[src/rtl/rename_reg_file.sv]
// Architectural register file with rename tracking: each register carries a busy bit and the
// RoB tag of its latest in-flight writer; read ports bypass commit and RoB results combinationally.
module rename_reg_file #(
    parameter int XLEN   = 32,
    parameter int REG_AW = 5,
    parameter int ROB_W  = 4,
    parameter int NRD    = 2
) (
    input  logic                    clk,
    input  logic                    rst,
    input  logic                    rdy,
    input  logic                    flush,
    input  logic [ROB_W-1:0]        issue_tag,
    input  logic [REG_AW-1:0]       issue_rd,
    input  logic [ROB_W-1:0]        commit_tag,
    input  logic [REG_AW-1:0]       commit_rd,
    input  logic [XLEN-1:0]         commit_value,
    input  logic [NRD*REG_AW-1:0]   rs_addr,
    output logic [NRD*ROB_W-1:0]    rob_q_tag,
    input  logic [NRD-1:0]          rob_q_ready,
    input  logic [NRD*XLEN-1:0]     rob_q_value,
    output logic [NRD*XLEN-1:0]     rs_value,
    output logic [NRD-1:0]          rs_dep,
    output logic [NRD*ROB_W-1:0]    rs_tag
);

    localparam int NREG = 1 << REG_AW;

    logic [XLEN-1:0]  value_r [NREG];
    logic [NREG-1:0]  busy_r;
    logic [ROB_W-1:0] tag_r   [NREG];

    logic commit_en_s;
    logic commit_clr_s;
    logic issue_en_s;

    // Qualify issue/commit requests; x0 is never a destination.
    always_comb begin
        commit_en_s  = rdy && (commit_tag != {ROB_W{1'b0}}) && (commit_rd != {REG_AW{1'b0}});
        commit_clr_s = commit_en_s && busy_r[commit_rd] && (tag_r[commit_rd] == commit_tag);
        issue_en_s   = rdy && !flush && (issue_tag != {ROB_W{1'b0}}) && (issue_rd != {REG_AW{1'b0}});
    end

    // Register state update; a later issue assignment overrides a same-register commit clear.
    always_ff @(posedge clk) begin
        if (rst) begin
            busy_r <= {NREG{1'b0}};
            for (int i = 0; i < NREG; i++) begin
                value_r[i] <= {XLEN{1'b0}};
                tag_r[i]   <= {ROB_W{1'b0}};
            end
        end else if (rdy) begin
            if (commit_en_s) begin
                value_r[commit_rd] <= commit_value;
            end
            if (flush) begin
                busy_r <= {NREG{1'b0}};
                for (int i = 0; i < NREG; i++) begin
                    tag_r[i] <= {ROB_W{1'b0}};
                end
            end else begin
                if (commit_clr_s) begin
                    busy_r[commit_rd] <= 1'b0;
                    tag_r[commit_rd]  <= {ROB_W{1'b0}};
                end
                if (issue_en_s) begin
                    busy_r[issue_rd] <= 1'b1;
                    tag_r[issue_rd]  <= issue_tag;
                end
            end
        end
    end

    for (genvar k = 0; k < NRD; k++) begin : g_rd
        logic [REG_AW-1:0] addr_s;
        logic              busy_s;
        logic [ROB_W-1:0]  tag_s;

        assign addr_s = rs_addr[k*REG_AW +: REG_AW];
        assign busy_s = busy_r[addr_s];
        assign tag_s  = tag_r[addr_s];

        // Operand resolution against pre-edge state: x0, settled value, commit bypass, RoB result, pending.
        always_comb begin
            rs_value[k*XLEN +: XLEN]   = {XLEN{1'b0}};
            rs_dep[k]                  = 1'b0;
            rs_tag[k*ROB_W +: ROB_W]   = {ROB_W{1'b0}};
            rob_q_tag[k*ROB_W +: ROB_W] = busy_s ? tag_s : {ROB_W{1'b0}};
            if (addr_s == {REG_AW{1'b0}}) begin
                rs_value[k*XLEN +: XLEN] = {XLEN{1'b0}};
            end else if (!busy_s) begin
                rs_value[k*XLEN +: XLEN] = value_r[addr_s];
            end else if ((commit_tag == tag_s) && (tag_s != {ROB_W{1'b0}})) begin
                rs_value[k*XLEN +: XLEN] = commit_value;
            end else if (rob_q_ready[k]) begin
                rs_value[k*XLEN +: XLEN] = rob_q_value[k*XLEN +: XLEN];
            end else begin
                rs_dep[k]                = 1'b1;
                rs_tag[k*ROB_W +: ROB_W] = tag_s;
            end
        end
    end

endmodule

[config.mk]
export PLATFORM = sky130hd
export DESIGN_NAME = rename_reg_file
export DESIGN_NICKNAME = d
export VERILOG_FILES = /design/src/rtl/rename_reg_file.sv
export SDC_FILE = /design/constraint.sdc
export NUM_CORES = 2
export LEC_CHECK = 0
export BUFFER_PORTS_ARGS = -buffer_cell sky130_fd_sc_hd__clkbuf_2
export CAP_MARGIN = 15
export CORE_MARGIN = 2
export CORE_UTILIZATION = 60
export CTS_BUF_LIST = sky130_fd_sc_hd__clkbuf_4 sky130_fd_sc_hd__clkbuf_8 sky130_fd_sc_hd__clkbuf_16
export CTS_CLUSTER_DIAMETER = 80
export CTS_CLUSTER_SIZE = 10
export DETAILED_ROUTE_END_ITERATION = 8
export PLACE_DENSITY = 0.83
export SLEW_MARGIN = 30
export SYNTH_ARGS = -nofsm -noshare
export SYNTH_HDL_FRONTEND = slang
export SYNTH_SLANG_ARGS = --single-unit
[constraint.sdc]
create_clock -name clk -period 6.4 [get_ports clk]
set_input_delay 0.96 -clock clk [delete_from_list [all_inputs] [get_ports clk]]
set_output_delay 0.96 -clock clk [all_outputs]
set_load 0.02 [all_outputs]
==> results.sh <==
export IMPL_status="finished, final reports clean"
export IMPL_finalSetupTns_ns=0
export IMPL_syn_avg_cell_area_sq_um=14.5
export IMPL_post_cts_setup_buffers=0
export IMPL_multi_input_area_sq_um=30100
export IMPL_critPathLaunchType="primary input"
export IMPL_dieArea_sq_um=114000
export IMPL_htreeDepth=4
export IMPL_dr_pass1_iters=9
export IMPL_wl_mm=239
export IMPL_cts_sinks=1184
export IMPL_rows=122
export IMPL_ios=212
export IMPL_drt_met1_wl_mm=69.9
export IMPL_grt_pass1_vias=47500
export IMPL_insertion_delay_ns=0.77
export IMPL_syn2layout_area_growth_pct=11.0
export IMPL_path_class="primary input to output pin"
export IMPL_clk_pin_slew_ns=0.06
export IMPL_clock_skew_ns=0.0111
export IMPL_netlist_area_sq_um=66700
export IMPL_cpMaxStageDelayCell="xor2_4"
export IMPL_drive_above_1_share_pct=28.4
export IMPL_final_common_cell="edfxtp_1"
export IMPL_slew_violations=0
export IMPL_hold_class="register to register"
export IMPL_power_w=0.0192
export IMPL_synth_enable_flop_cells=1152
export IMPL_min_path_cells=2
export IMPL_cts_hold_buf=0
export IMPL_worst_slew_pin_slew_ns=1.17
export IMPL_wl_per_cell_microns=38.6
export IMPL_cts_buffers=136
export IMPL_power_density_nw_per_um2=259
export IMPL_setup_violations=0
export IMPL_min_from="busy_r[30]"
export IMPL_core_sq_um=111000
export IMPL_place_ws_ns=0.912
export IMPL_p_leak_nw=25.6
export IMPL_nets=4785
export IMPL_grt_overflow=0
export IMPL_holdPathEnd="busy_r[30]"
export IMPL_min_period_over_period_pct=87.4
export IMPL_die_width_microns=338
export IMPL_met3_length_mm=44.0
export IMPL_wl_met2_mm=104
export IMPL_post_route_min_period_ns=5.60
export IMPL_antenna_left=0
export IMPL_clockPowerShare_pct=36.7
export IMPL_crit_path_end_kind="output pin"
export IMPL_grt_pass1_wl_mm=335
export IMPL_cp_cell_sequence="buf_8, mux4_2, a22oi_1, nand3_1, nand2_1, xor2_4, buf_4, a41oi_1, a211oi_1, clkbuf_2"
export IMPL_top_layer="met5"
export IMPL_crit_family="buffers and inverters"
export IMPL_finalHoldViolCount=0
export IMPL_r2r_start="tag_r[16][0]"
export IMPL_clk_path_buf_depth=3
export IMPL_cts_tree="built"
export IMPL_fin_ws_ns=0.804
export IMPL_cap_violations=0
export IMPL_port_buffers=211
export IMPL_drc_errors=0
export IMPL_grt_max_degree=139
export IMPL_sw_frac_of_total_pct=26.5
export IMPL_seqPwrFrac_pct=48.0
export IMPL_required_ns=5.44
export IMPL_max_freq_ghz=0.179
export IMPL_r2r_end="tag_r[5][0]"
export IMPL_comb_power_share_pct=15.3
export IMPL_cts_resized=0
export IMPL_fillerInstances=7158
export IMPL_ff2ff_path_depth=8
export IMPL_vias=49000
export IMPL_layout_common_cells="edfxtp_1 (1,152), and2_1 (997), mux4_2 (621), mux2i_1 (208), clkbuf_2 (200)"
export IMPL_switchingPower_w=0.00507
export IMPL_start_util_pct=60.4
export IMPL_synth_cell_types=60
export IMPL_die_y_microns=338
export IMPL_ys_seq_area_share_pct=52.8
export IMPL_ys_flop_type="edfxtp_1"
export IMPL_antenna_found_initial=29
export IMPL_max_vdd_ir_drop_mv=0.214
export IMPL_async_flop_share_pct=0
export IMPL_path_buf_inv=3
export IMPL_worstPathArrival_ns=4.64
export IMPL_rrSetupSlack_ns=2.69
export IMPL_ys_seq_elements=1184
export IMPL_drtIter0Drc=10500
export IMPL_max_stage_delay_ns=0.73
export IMPL_ys_warnings_count=0
export IMPL_power_internal_w=0.0141
export IMPL_viasPerCell=7.90
export IMPL_netlist_instances=4600
export IMPL_rsz0062_at_grt="false"
export IMPL_grt_use_total_pct=42.3
export IMPL_ff_latch_area_sq_um=35200
export IMPL_worstPathMaxFanout=55
export IMPL_clockRootBuffer="clkbuf_16"
export IMPL_relSlewSlack_pct=21.8
export IMPL_gp_congestion=1.01
export IMPL_hpwl_mm=139
how the worst max path moves through the flow:
stage / endpoint / depth (start not counted) / startpoint
detailed placement: rs_value[10] / 10 / rs_addr[0]
global route: rs_tag[6] / 11 / rs_addr[9]
finish: rs_value[10] / 10 / rs_addr[0]
global placement: rs_value[10] / 10 / rs_addr[0]
floorplan: value_r[1][0] / 8 / commit_rd[0]
CTS: rs_value[10] / 10 / rs_addr[0]
logic make-up (layout without fill, tap and decap cells):
group                     Yosys count  in the layout  share of synthesized area, %
and+or+nand+nor                  1451           1451                          12.5
other                               1             62                       0.00562
xor gates and xnor gates            9              9                         0.118
muxes                             870            870                          25.4
AOI/OAI and AO/OA                 556            556                          5.82
buffers and inverters             529            576                          3.34
DFF                              1184           1184                          52.8
routing by layer:
metal	up-vias	GRT usage, %
met1	23700	51.3
met5	-	0.383
li1	18100	-
met4	14	30.1
met3	1433	18.0
met2	5698	61.0
layout make-up:
| cell class | count | area share (%) |
|---|---|---|
| diodes | 26 | 0.0878 |
| clock buffers | 155 | 4.93 |
| clock inverters | 10 | 0.127 |
| inverters | 8 | 0.0405 |
| multi-input cells | 2922 | 40.7 |
| flip-flops and latches | 1184 | 47.6 |
| well taps | 1488 | 2.51 |
| repair buffers | 403 | 4.08 |
sequential cells by signal, summed over array words and instances (netlist names):
| register | flops |
|---|---|
| value_r | 1024 |
| tag_r | 128 |
| busy_r | 32 |
through the flow:
step	area, sq um	hold WS [ns]	util (%)	instances
after CTS	73900	0.508	66.9	6166
after global placement	70100	0.487	63.5	6000
after global routing	74000	0.539	67.0	6175
after floorplan	66900	0.461	-	4635
final	74100	0.509	67.0	6196
after detailed placement	70200	0.503	63.5	6001
Yosys cell counts, types with 6 or more instances:
| master | count | area share (%) |
|---|---|---|
| edfxtp_1 | 1152 | 52 |
| and2_1 | 997 | 9.3 |
| mux4_2 | 621 | 21 |
| clkbuf_1 | 386 | 2.2 |
| mux2i_1 | 210 | 3.1 |
| nor2_1 | 177 | 1.0 |
| a21oi_1 | 124 | 0.93 |
| o21ai_0 | 122 | 0.91 |
| nand2_1 | 107 | 0.60 |
| buf_2 | 83 | 0.62 |
| a221oi_1 | 60 | 0.79 |
| a211oi_1 | 43 | 0.48 |
| nor3_1 | 38 | 0.28 |
| a31o_2 | 37 | 0.49 |
| a41oi_1 | 32 | 0.42 |
| dfxtp_1 | 32 | 0.96 |
| o311a_1 | 32 | 0.48 |
| buf_1 | 29 | 0.16 |
| nand4_1 | 29 | 0.27 |
| a22oi_1 | 27 | 0.30 |
| mux4_1 | 27 | 1.1 |
| o221ai_1 | 27 | 0.35 |
| and3_1 | 26 | 0.24 |
| a32o_1 | 22 | 0.33 |
| buf_4 | 13 | 0.15 |
| o22ai_1 | 13 | 0.12 |
| mux2_2 | 11 | 0.19 |
| nand2b_1 | 10 | 0.094 |
| nand3_1 | 10 | 0.075 |
| nor2b_1 | 10 | 0.094 |
| nor3b_1 | 9 | 0.10 |
| or3_1 | 9 | 0.084 |
| and3b_1 | 8 | 0.10 |
| a22o_1 | 7 | 0.092 |
| inv_1 | 6 | 0.034 |
power groups by stage:
stage                     Clock, W  Combinational [W]  Sequential, W
after floorplan                  0            0.00179        0.00924
after global placement           0            0.00276        0.00927
after detailed placement         0            0.00280        0.00932
after CTS                  0.00698            0.00282        0.00917
after global routing       0.00725            0.00297        0.00922
final                      0.00704            0.00293        0.00920
worst register-to-register path, cell delays in order, from the launching register on:
cell and delay (ns):
edfxtp_1 0.46, mux4_2 0.50, a22oi_1 0.50, nand4_1 0.19, xnor2_1 0.21, nor3_1 0.48, nand3_1 0.14, buf_4 0.30
o221ai_1 0.56
Power figures use the tool's default switching activity.
